$ cat config.mk
export PLATFORM = sky130hd
export DESIGN_NAME = acq_sched
export DESIGN_NICKNAME = d
export VERILOG_FILES = /design/src/rtl/acq_sched_pkg.sv /design/src/rtl/acq_tick_gen.sv /design/src/rtl/acq_sched.sv
export SDC_FILE = /design/constraint.sdc
export NUM_CORES = 1
export LEC_CHECK = 0
export ABC_CLOCK_PERIOD_IN_PS = 2100
export CAP_MARGIN = 20
export CORE_ASPECT_RATIO = 0.75
export CORE_MARGIN = 10
export CORE_UTILIZATION = 30
export CTS_BUF_LIST = sky130_fd_sc_hd__clkbuf_2 sky130_fd_sc_hd__clkbuf_4 sky130_fd_sc_hd__clkbuf_8
export DETAILED_ROUTE_END_ITERATION = 6
export HOLD_SLACK_MARGIN = 0.06
export PLACE_DENSITY_LB_ADDON = 0.15
export SLEW_MARGIN = 30
export SYNTH_ARGS = -nofsm -noshare
export SYNTH_HDL_FRONTEND = slang
export SYNTH_SLANG_ARGS = --single-unit
$ cat constraint.sdc
create_clock -name clk -period 2.1 [get_ports clk]
set_clock_uncertainty 0.15 [all_clocks]
set_input_delay 0.21 -clock clk [delete_from_list [all_inputs] [get_ports clk]]
set_output_delay 0.21 -clock clk [all_outputs]
set_load 0.005 [all_outputs]
$ cat src/rtl/acq_sched_pkg.sv
// Shared types and field layout for the ADC acquisition scheduler and the SSI packer.
package acq_sched_pkg;

  localparam int unsigned NCH      = 3;
  localparam int unsigned CHW      = 2;
  localparam int unsigned PERIOD_W = 16;
  localparam int unsigned OUT_W    = 16;
  localparam int unsigned SAMPLE_W = 12;

  // out_data field positions
  localparam int unsigned OUT_FIRST_BIT  = 15;
  localparam int unsigned OUT_CH_MSB     = 14;
  localparam int unsigned OUT_CH_LSB     = 13;
  localparam int unsigned OUT_RSVD_BIT   = 12;
  localparam int unsigned OUT_SAMPLE_MSB = 11;

  typedef enum logic [1:0] {
    StIdle,
    StStart,
    StConv,
    StPush
  } acq_state_e;

  typedef struct packed {
    logic           found;
    logic [CHW-1:0] idx;
  } ch_sel_t;

  // Lowest set bit of mask at or above min_idx.
  function automatic ch_sel_t pick_ch(input logic [NCH-1:0] mask, input logic [CHW-1:0] min_idx);
    ch_sel_t sel;
    sel = '0;
    for (int i = NCH - 1; i >= 0; i--) begin
      if (mask[CHW'(i)] && (i >= int'(min_idx))) begin
        sel.found = 1'b1;
        sel.idx   = CHW'(i);
      end
    end
    return sel;
  endfunction

  function automatic logic [OUT_W-1:0] pack_word(input logic first, input logic [CHW-1:0] ch,
                                                 input logic [SAMPLE_W-1:0] sample);
    return {first, ch, 1'b0, sample};
  endfunction

endpackage

$ cat src/rtl/acq_tick_gen.sv
// Scan period timer: counts 0..period_reg and emits a one-cycle tick on reaching period_reg.
module acq_tick_gen
  import acq_sched_pkg::*;
(
  input  logic                clk,
  input  logic                rst,
  input  logic                scan_en,
  input  logic                latch_period,
  input  logic [PERIOD_W-1:0] period_word,
  output logic                tick
);

  logic [PERIOD_W-1:0] period_q;
  logic [PERIOD_W-1:0] cnt_q, cnt_d;
  logic                at_end;

  assign at_end = (cnt_q == period_q);

  always_comb begin
    cnt_d = cnt_q + PERIOD_W'(1);
    if (latch_period || !scan_en || at_end) begin
      cnt_d = '0;
    end
  end

  // The latch cycle restarts the period, so it never ticks itself.
  assign tick = scan_en && at_end && !latch_period;

  always_ff @(posedge clk or negedge rst) begin
    if (!rst) begin
      period_q <= '0;
      cnt_q    <= '0;
    end else begin
      if (latch_period) begin
        period_q <= period_word;
      end
      cnt_q <= cnt_d;
    end
  end

endmodule

$ cat src/rtl/acq_sched.sv
// Periodic multi-channel ADC scan scheduler feeding a valid/ready result stream.
// Optional conversion timeout is enabled by defining ACQ_SCHED_TIMEOUT_EN.
module acq_sched
  import acq_sched_pkg::*;
#(
  parameter int unsigned DW      = 12,
  parameter int unsigned TIMEOUT = 255
) (
  input  logic                clk,
  input  logic                rst,
  input  logic                scan_en,
  input  logic                latch_period,
  input  logic [PERIOD_W-1:0] period_word,
  input  logic [NCH-1:0]      ch_mask,
  output logic [NCH-1:0]      adc_start,
  input  logic [NCH-1:0]      adc_busy,
  input  logic [NCH-1:0]      adc_done,
  input  logic [NCH*DW-1:0]   adc_data,
  output logic                out_valid,
  input  logic                out_ready,
  output logic [OUT_W-1:0]    out_data,
  output logic                overrun,
  output logic [NCH-1:0]      ch_timeout,
  input  logic                clr_err
);

  acq_state_e          state_q, state_d;
  logic [CHW-1:0]      ch_q, ch_d;
  logic [NCH-1:0]      mask_q, mask_d;
  logic                first_q, first_d;
  logic [OUT_W-1:0]    word_q, word_d;
  logic [NCH-1:0]      start_q, start_d;
  logic                overrun_q, overrun_d;
  logic                tick;
  logic                timeout_hit;
  ch_sel_t             sel_first, sel_next;
  acq_state_e          adv_state;
  logic [CHW-1:0]      adv_ch;
  logic [DW-1:0]       sel_data;
  logic [SAMPLE_W-1:0] sample;

  acq_tick_gen u_tick_gen (
    .clk          (clk),
    .rst          (rst),
    .scan_en      (scan_en),
    .latch_period (latch_period),
    .period_word  (period_word),
    .tick         (tick)
  );

  assign sel_first = pick_ch(ch_mask, '0);
  assign sel_next  = pick_ch(mask_q, ch_q + 2'd1);
  assign adv_state = sel_next.found ? StStart : StIdle;
  assign adv_ch    = sel_next.found ? sel_next.idx : ch_q;
  assign sel_data  = adc_data[ch_q*DW +: DW];
  assign sample    = SAMPLE_W'(sel_data);

`ifdef ACQ_SCHED_TIMEOUT_EN
  localparam int unsigned TW = $clog2(TIMEOUT + 1);

  logic [TW-1:0]  tmr_q, tmr_d;
  logic [NCH-1:0] chto_q, chto_d;

  // Timer is 0 in the first CONV cycle, i.e. the cycle adc_start is visible.
  assign timeout_hit = (state_q == StConv) && !adc_done[ch_q] && (tmr_q == TW'(TIMEOUT - 1));

  always_comb begin
    tmr_d  = tmr_q;
    chto_d = chto_q;
    if (state_q == StStart) begin
      tmr_d = '0;
    end else if (state_q == StConv) begin
      tmr_d = tmr_q + TW'(1);
    end
    if (clr_err) begin
      chto_d = '0;
    end
    if (timeout_hit) begin
      chto_d[ch_q] = 1'b1;
    end
  end

  always_ff @(posedge clk or negedge rst) begin
    if (!rst) begin
      tmr_q  <= '0;
      chto_q <= '0;
    end else begin
      tmr_q  <= tmr_d;
      chto_q <= chto_d;
    end
  end

  assign ch_timeout = chto_q;
`else
  assign timeout_hit = 1'b0;
  assign ch_timeout  = '0;
`endif

  always_ff @(posedge clk or negedge rst) begin
    if (!rst) begin
      state_q   <= StIdle;
      ch_q      <= '0;
      mask_q    <= '0;
      first_q   <= 1'b0;
      word_q    <= '0;
      start_q   <= '0;
      overrun_q <= 1'b0;
    end else begin
      state_q   <= state_d;
      ch_q      <= ch_d;
      mask_q    <= mask_d;
      first_q   <= first_d;
      word_q    <= word_d;
      start_q   <= start_d;
      overrun_q <= overrun_d;
    end
  end

  always_comb begin
    state_d   = state_q;
    ch_d      = ch_q;
    mask_d    = mask_q;
    first_d   = first_q;
    word_d    = word_q;
    start_d   = '0;
    overrun_d = overrun_q;

    unique case (state_q)
      StIdle: begin
        if (tick && sel_first.found) begin
          mask_d  = ch_mask;
          ch_d    = sel_first.idx;
          first_d = 1'b1;
          state_d = StStart;
        end
      end
      StStart: begin
        if (!adc_busy[ch_q]) begin
          start_d = NCH'(1) << ch_q;
          state_d = StConv;
        end
      end
      StConv: begin
        if (adc_done[ch_q]) begin
          word_d  = pack_word(first_q, ch_q, sample);
          state_d = StPush;
        end else if (timeout_hit) begin
          // Timed-out channel emits nothing, so first-of-scan stays pending.
          ch_d    = adv_ch;
          state_d = adv_state;
        end
      end
      StPush: begin
        if (out_ready) begin
          first_d = 1'b0;
          ch_d    = adv_ch;
          state_d = adv_state;
        end
      end
      default: state_d = StIdle;
    endcase

    // A new error event overrides a simultaneous clear.
    if (clr_err) begin
      overrun_d = 1'b0;
    end
    if (tick && (state_q != StIdle)) begin
      overrun_d = 1'b1;
    end
  end

  always_comb begin
    out_valid = (state_q == StPush);
    out_data  = word_q;
    adc_start = start_q;
    overrun   = overrun_q;
  end

endmodule

==> results of run 1 <==
==> final timing paths <==
| path | start | endpoint | slack, ns |
|---|---|---|---|
| min | rst | overrun$_DFFE_PN0P_ | 0.23 |
| min reg2reg | out_data[4]$_DFFE_PN0P_ | out_data[4]$_DFFE_PN0P_ | 0.34 |
| max in group asynchronous | rst | u_tick_gen.cnt_q[6]$_DFF_PN0_ | 0.99 |
| max reg2reg | state_q[0]$_DFFE_PN0P_ | state_q[1]$_DFFE_PN0P_ | 0.13 |
| min in group clk | adc_busy[0] | adc_start[0]$_DFF_PN0_ | 0.31 |
| max | state_q[1]$_DFFE_PN0P_ | out_valid | 0.09 |
==> cells by family after synthesis <==
group	after synthesis
simple gates	82
flops	55
mux	31
xor+xnor	30
compound gates	27
buf+inv	21
fa+ha+maj	5
other cells	1
==> metal layers <==
| metal | track usage [%] | part of all wire (%) | up-vias |
|---|---|---|---|
| met5 | 0 | 0 | - |
| met4 | 3.32 | 1.3 | 0 |
| met3 | 3.34 | 6.4 | 8 |
| met2 | 15.0 | 44 | 43 |
| met1 | 13.9 | 48 | 989 |
| li1 | - | - | 1014 |
==> synthesized netlist by cell type (2+ instances only) <==
| cell | n |
|---|---|
| nand2b_1 | 2 |
| nand3b_1 | 2 |
| dfrtp_1 | 55 |
| xnor2_1 | 23 |
| nor3_1 | 4 |
| xor2_1 | 7 |
| nor2b_1 | 2 |
| nor2_1 | 24 |
| and3_1 | 4 |
| buf_6 | 2 |
| inv_1 | 6 |
| a31oi_1 | 3 |
| nand3_1 | 7 |
| ha_1 | 5 |
| nand2_1 | 20 |
| mux2i_1 | 13 |
| mux2_2 | 17 |
| a21oi_1 | 2 |
| buf_4 | 5 |
| o21ai_0 | 13 |
| nand4_1 | 9 |
| clkbuf_1 | 6 |
| and2_1 | 3 |
==> per-stage QoR <==
| step | setup WS, ns | utilization [%] |
|---|---|---|
| detailed placement | 0.106 | 40.3 |
| finish | 0.0928 | 41.8 |
| floorplan | 0.198 | - |
| global placement | 0.132 | 40.3 |
| CTS | 0.0809 | 41.8 |
| global route | 0.0156 | 41.8 |
==> cells in the final DEF (no fill, tap or decap), drive strengths merged, types with 3 or more instances in the layout <==
master	synthesis	routed
xnor2	23	23
dfrtp	55	55
mux2	18	18
clkdlybuf4s50	0	69
mux2i	13	13
o21ai	13	13
nand4	9	9
xor2	7	7
conb	1	6
nor3	4	4
and3	4	4
buf	8	13
clkbuf	7	6
nand3	7	7
and2	3	3
ha	5	5
a31oi	3	3
inv	6	6
nand2	20	20
nor2	24	24
==> cell type report <==
| type | instances | share of cell area [%] |
|---|---|---|
| clock inverter | 2 | 0.934 |
| inverter | 6 | 0.601 |
| sequential | 55 | 36.8 |
| multi-input combinational | 181 | 33.9 |
| clock buffer | 6 | 2.20 |
| timing repair buffer | 83 | 21.9 |
| tap | 112 | 3.74 |
==> critical path: cells and delay by family, from the launching register on <==
family / cells / cell delay (ns)
adders and majority gates: 1 / 0.21
buffers and inverters: 2 / 0.67
DFF: 1 / 0.44
==> timing repair <==
action | CTS | global route
endpoints found under the hold margin | 19 | 0
resized for setup | 0 | 2
hold buffers | 1 | 0
setup endpoints to repair | 0 | 1
==> power groups by stage <==
stage / clock, mW / combinational [mW] / sequential, mW
final: 0.751 / 0.995 / 1.36
after CTS: 0.780 / 1.01 / 1.36
after global placement: 0 / 0.997 / 1.37
after floorplan: 0 / 0.465 / 1.37
after detailed placement: 0 / 1.00 / 1.38
after global routing: 0.815 / 1.12 / 1.39
==> state kept, by name, indices dropped and copies added, names as in the netlist <==
register             cells
adc_start                3
ch_q                     1
first_q                  1
mask_q                   1
out_data                14
overrun                  1
state_q                  2
u_tick_gen.cnt_q        16
u_tick_gen.period_q     16
==> reports/summary.txt, run 1 <==
DR vias/cell = 4.62
Die area = 13,400 sq um
Signal arrival time at the worst endpoint = 1.65 ns
Final-report hold violation count = 0
Final ANT Viol Nets = 0
Post-synthesis share of cell area spent on full adders, half adders and majority gates = 2.28%
Total chip power = 3.10 mW
Chain of cells forming the critical path = ha_1 -> buf_4 -> clkdlybuf4s50_1
Rows = 30
Pwr dens = 828 nW/um^2
Clock tree root driver cell = clkbuf_8
Number of port buffers = 70
Reported net switching power = 906 uW
Area fraction in compound gates after synthesis = 6.21%
Post-Synth XOR/XNOR Area = 9.58%
Sequential standard cell area = 1380 sq um
First-pass GRT wire length = 10,700 microns
Total track usage = 10.2%
Final setup violation count = 0
Synth top area cells = dfrtp_1 50%, xnor2_1 7.3%, mux2_2 7.0%
Synth Register Bits = 55
Area fraction in and, or, nand and nor cells after synthesis = 15.2%
Mean cell area of the mapped netlist = 10.9 sq um
Sinks on Clock Net = 55
Area of all placed cells without fillers = 3750 sq um
Dominant combinational cell family by area after synthesis = simple AND/OR/NAND/NOR gates
Sequential share of power = 43.8%
Clock network fraction of total power = 24.2%
Inst Count DP = 436
Longest Clk Path Bufs = 2
Highest clock frequency the design can meet = 498 MHz
TritonCTS Buffers = 5
Power Internal = 2.20 mW
Area of the multi-input gates = 1270 sq um
Weighted congestion reported at the end of routability-driven placement = 0.774
Number of remaining DRC errors = 0
Post-CTS Repair Setup Buffers = 0
Via count = 2,054
Initial core utilization = 30.6%
Yosys top cell by area = dfrtp_1
Post-synth EDFFs = 0
Synth warn = 0
Synth async-reset ratio = 100%
Non-filler instance count after layout = 445
Highest net fanout along the worst path = 7
Worst-Skew Late Latency = 0.32 ns
Slew Viols, Final = 0
Total standard cell area after synthesis = 2740 sq um
Proportion of synthesized area in mux cells = 12.3%
Post-Route WL = 6810 microns
Number of primary I/O pins = 91
Fraction of layout cells with a size suffix above 1 = 12.9%
Logic depth of the worst register-to-register path = 7
Post-Synthesis Cells = 252
Delay of the slowest cell on the worst path = 0.52 ns
H-Tree Depth = 2
Clock period minus worst slack = 2.01 ns
Logic gate share of total power = 32.1%
Leakage power figure = 1.52 nW
Clk pin slew, worst setup/hold paths = 0.10 ns
Violation count after the first detailed-routing iteration = 115
Die extent in x = 130 microns
Area added between synthesis and finish = 36.8%
Vias in the first global route = 2,075
Maxcap violations = 0
Wire per inst = 15.3 microns
Initial antenna violation count = 0
Fin Hold WS = 0.229 ns
CTS tree = done
Setup repair after global routing missed its margin = false
Pin count of the biggest net entering global routing = 37
Post-DP HPWL = 5290 microns
Worst-path cell with the longest stage delay = clkdlybuf4s50_1
Number of nets in the final layout = 404
First-pass iteration count of the detailed router = 4
Placed inst area = 3620 sq um
Endpoint type of the worst setup path = primary output
Fill count = 923
Worst-case vdd ir drop = 531 uV
Overflow after GRT = 0
Status = complete, no violations
Switching portion of total power = 29.2%
Worst hold-check path type = in2async
Kind of critical path = reg2out
Portion of the post-synthesis area used by sequential elements = 50.2%
Share of Yosys cell area claimed by the top area cell type = 50.2%
Most used flip-flop cell after synthesis = dfrtp_1
Antenna diode count = 0
Fraction of the cycle the final worst path needs = 95.6%
Critical path startpoint category = flop
Setup TNS Final = 0 ns
Chip Height = 103 microns
CP Data Required Time = 1.74 ns
Placeable core region = 8970 sq um
Count of unique library cells instantiated by Yosys = 41
No activity file was read; power rests on OpenSTA's default activity.
==> run 2: changes to the inputs <==
--- a/config.mk
+++ b/config.mk
@@ -17,4 +17,5 @@
 export SLEW_MARGIN = 30
 export SYNTH_ARGS = -nofsm -noshare
 export SYNTH_HDL_FRONTEND = slang
+export SYNTH_HIERARCHICAL = 1
 export SYNTH_SLANG_ARGS = --single-unit
==> reports/summary.txt, run 2 <==
Status = complete, but fails checks
Violations in the final reports = negative setup slack
Post-Synthesis Cells = 244
Setup repair after global routing missed its margin = true
Dominant combinational cell family by area after synthesis = simple AND/OR/NAND/NOR gates
Post-DP HPWL = 5030 microns
Buf/Inv on CP = 0
Reported net switching power = 987 uW
Weighted congestion reported at the end of routability-driven placement = 0.767
DR vias/cell = 4.44
Signal arrival time at the worst endpoint = 2.23 ns
Switching portion of total power = 29.9%
Clock tree root driver cell = clkbuf_8
Number of remaining DRC errors = 0
Leakage power figure = 1.61 nW
Worst-path cell with the longest stage delay = dfrtp_1
Clock network fraction of total power = 19.6%
Maxcap violations = 0
Final setup violation count = 3
Vias in the first global route = 2,049
Final-report hold violation count = 0
Area fraction in and, or, nand and nor cells after synthesis = 13.7%
TritonCTS Buffers = 5
End-of-flow core utilization = 42.7%
Slew Viols, Final = 0
Non-filler instance count after layout = 450
CP Data Required Time = 2.15 ns
Pwr dens = 860 nW/um^2
Area of all placed cells without fillers = 3830 sq um
Chip Height = 103 microns
Most used flip-flop cell after synthesis = dfrtp_1
Clock period minus worst slack = 2.19 ns
Yosys top cell by area = dfrtp_1
Count of unique library cells instantiated by Yosys = 34
Synth warn = 6
Post-Route WL = 6580 microns
Minimum setup slack in the final design = -0.0851 ns
CTS tree = done
Synth async-reset ratio = 100%
First-pass iteration count of the detailed router = 4
Worst hold-check path type = in2async
Worst reg-to-reg setup slack = -0.09 ns
Endpoint of the worst-slack reg-to-reg timing path = state_q[1]$_DFFE_PN0P_
Chain of cells forming the critical path = xnor2_2 -> nand4_1 -> nor4_4 -> nor2b_4 -> o21ai_4 -> a2bb2oi_4 -> nand2_2 -> mux2_4
Endpoint type of the worst setup path = flop
Wire per inst = 14.6 microns
Startpoint of the worst-slack reg-to-reg timing path = u_tick_gen/cnt_q[14]$_DFF_PN0_
Worst-Skew Late Latency = 0.30 ns
Synth top cells by count = 55 x dfrtp_1, 29 x xnor2_1, 22 x nand2_1, 19 x nor3_1, 17 x mux2_2
Via count = 2,000
Sequential share of power = 42.5%
Mean cell area of the mapped netlist = 11.2 sq um
Logic gate share of total power = 37.9%
CP delay by family, top = simple AND/OR/NAND/NOR gates
Initial core utilization = 30.6%
Fraction of layout cells with a size suffix above 1 = 18.3%
Setup TNS Final = -0.202 ns
Critical path startpoint category = flop
Placeable core region = 8970 sq um
Worst-case vdd ir drop = 431 uV
First-pass GRT wire length = 10,400 microns
Inst Count DP = 439
Overflow after GRT = 0
Area of the multi-input gates = 1280 sq um
Sinks on Clock Net = 55
Logic depth of the worst register-to-register path = 8
Area added between synthesis and finish = 39.8%
Clk pin slew, worst setup/hold paths = 0.09 ns
Post-Synth XOR/XNOR Area = 9.58%
Kind of critical path = reg2reg
Share of Yosys cell area claimed by the top area cell type = 50.2%
Fill count = 880
Antenna diode count = 0
Highest clock frequency the design can meet = 458 MHz
Portion of the post-synthesis area used by sequential elements = 50.2%
Most common cell after layout, fill and taps aside = clkdlybuf4s50_1
Synth top area cells = dfrtp_1 50%, xnor2_1 9.3%, mux2_2 7.0%
Pin count of the biggest net entering global routing = 38
Number of nets in the final layout = 409
Number of port buffers = 70
Longest Clk Path Bufs = 2
Die area = 13,400 sq um
Post-synthesis share of cell area spent on full adders, half adders and majority gates = 2.28%
Post-synth EDFFs = 0
Synth Register Bits = 55
Total chip power = 3.30 mW
DP Worst Slack = -0.120 ns
Total track usage = 9.83%
Power Internal = 2.31 mW
Total standard cell area after synthesis = 2740 sq um
Die extent in x = 130 microns
Initial antenna violation count = 0
Number of primary I/O pins = 91
Violation count after the first detailed-routing iteration = 95
Sequential standard cell area = 1380 sq um
Final ANT Viol Nets = 0
Cell with the most instances after synthesis = dfrtp_1
Rows = 30
Delay of the slowest cell on the worst path = 0.42 ns
Highest net fanout along the worst path = 2
H-Tree Depth = 2
Placed inst area = 3700 sq um
Fin Hold WS = 0.229 ns
Leading cell types in the layout, fill and taps excluded = 69 x clkdlybuf4s50_1, 55 x dfrtp_1, 28 x xnor2_1
Proportion of synthesized area in mux cells = 13.4%
Fraction of the cycle the final worst path needs = 104%
Area fraction in compound gates after synthesis = 5.89%
-- run 2: cell types whose count changed in the layout (fill, tap and decap cells not counted), moves of 3 or more --
| cell | change |
|---|---|
| nor3_1 | +15 |
| xor2_1 | -6 |
| and3_1 | -4 |
| buf_4 | +14 |
| xnor2_1 | +5 |
| and2_1 | -3 |
| nand4_1 | -3 |
| nor2_1 | -20 |
| a21oi_1 | +3 |
| nor4_1 | +5 |
| a31oi_1 | -3 |
-- run 2: layout make-up --
| type | instances | area share (%) |
|---|---|---|
| Sequential cell | 55 | 35.9 |
| Clock buffer | 8 | 2.71 |
| Timing Repair Buffer | 96 | 23.6 |
| Tap cell | 112 | 3.65 |
| Multi-Input combinational cell | 171 | 33.3 |
| Inverter | 8 | 0.783 |
-- run 2: kinds of logic (layout without fill, tap and decap cells) --
logic type,Yosys count,after routing
and+or+nand+nor,72,72
DFF,55,55
AOI/OAI and AO/OA,25,25
muxes,33,33
adders and majority gates,5,5
xor gates and xnor gates,30,30
buffers and inverters,23,112
other,1,6
-- run 2: timing repair --
action | 4_1_cts | 5_1_grt
setup buffers | 1 | 1
endpoints found under the setup margin | 3 | 4
resized for setup | 2 | 0
hold buffers | 1 | 0
endpoints found under the hold margin | 18 | 0
pin swaps | 6 | 4
-- run 2: worst max path at each step --
stage / startpoint / endpoint / cells after the start
floorplan: u_tick_gen/cnt_q[5]$_DFF_PN0_ / state_q[0]$_DFFE_PN0P_ / 8
global placement: u_tick_gen/cnt_q[3]$_DFF_PN0_ / state_q[0]$_DFFE_PN0P_ / 8
detailed placement: u_tick_gen/cnt_q[3]$_DFF_PN0_ / state_q[0]$_DFFE_PN0P_ / 8
CTS: u_tick_gen/cnt_q[1]$_DFF_PN0_ / state_q[0]$_DFFE_PN0P_ / 8
global route: u_tick_gen/cnt_q[6]$_DFF_PN0_ / state_q[1]$_DFFE_PN0P_ / 8
finish: u_tick_gen/cnt_q[14]$_DFF_PN0_ / state_q[1]$_DFFE_PN0P_ / 8
-- run 2: routing by layer --
layer  routed length (microns)  share of wire, %  vias to the layer above  track usage [%]
li1                          -                 -                     1019                -
met3                       323               4.9                        5             2.93
met1                      3380                51                      936             14.1
met4                        56              0.85                        0             2.98
met2                      2820                43                       40             13.8
met5                         0                 0                        -                0
-- run 2: power groups by stage --
stage / registers (mW) / logic [mW] / clock network [mW]
finish: 1.40 / 1.25 / 0.645
global route: 1.43 / 1.38 / 0.734
CTS: 1.40 / 1.28 / 0.690
detailed placement: 1.43 / 1.24 / 0
global placement: 1.42 / 1.23 / 0
floorplan: 1.41 / 0.706 / 0
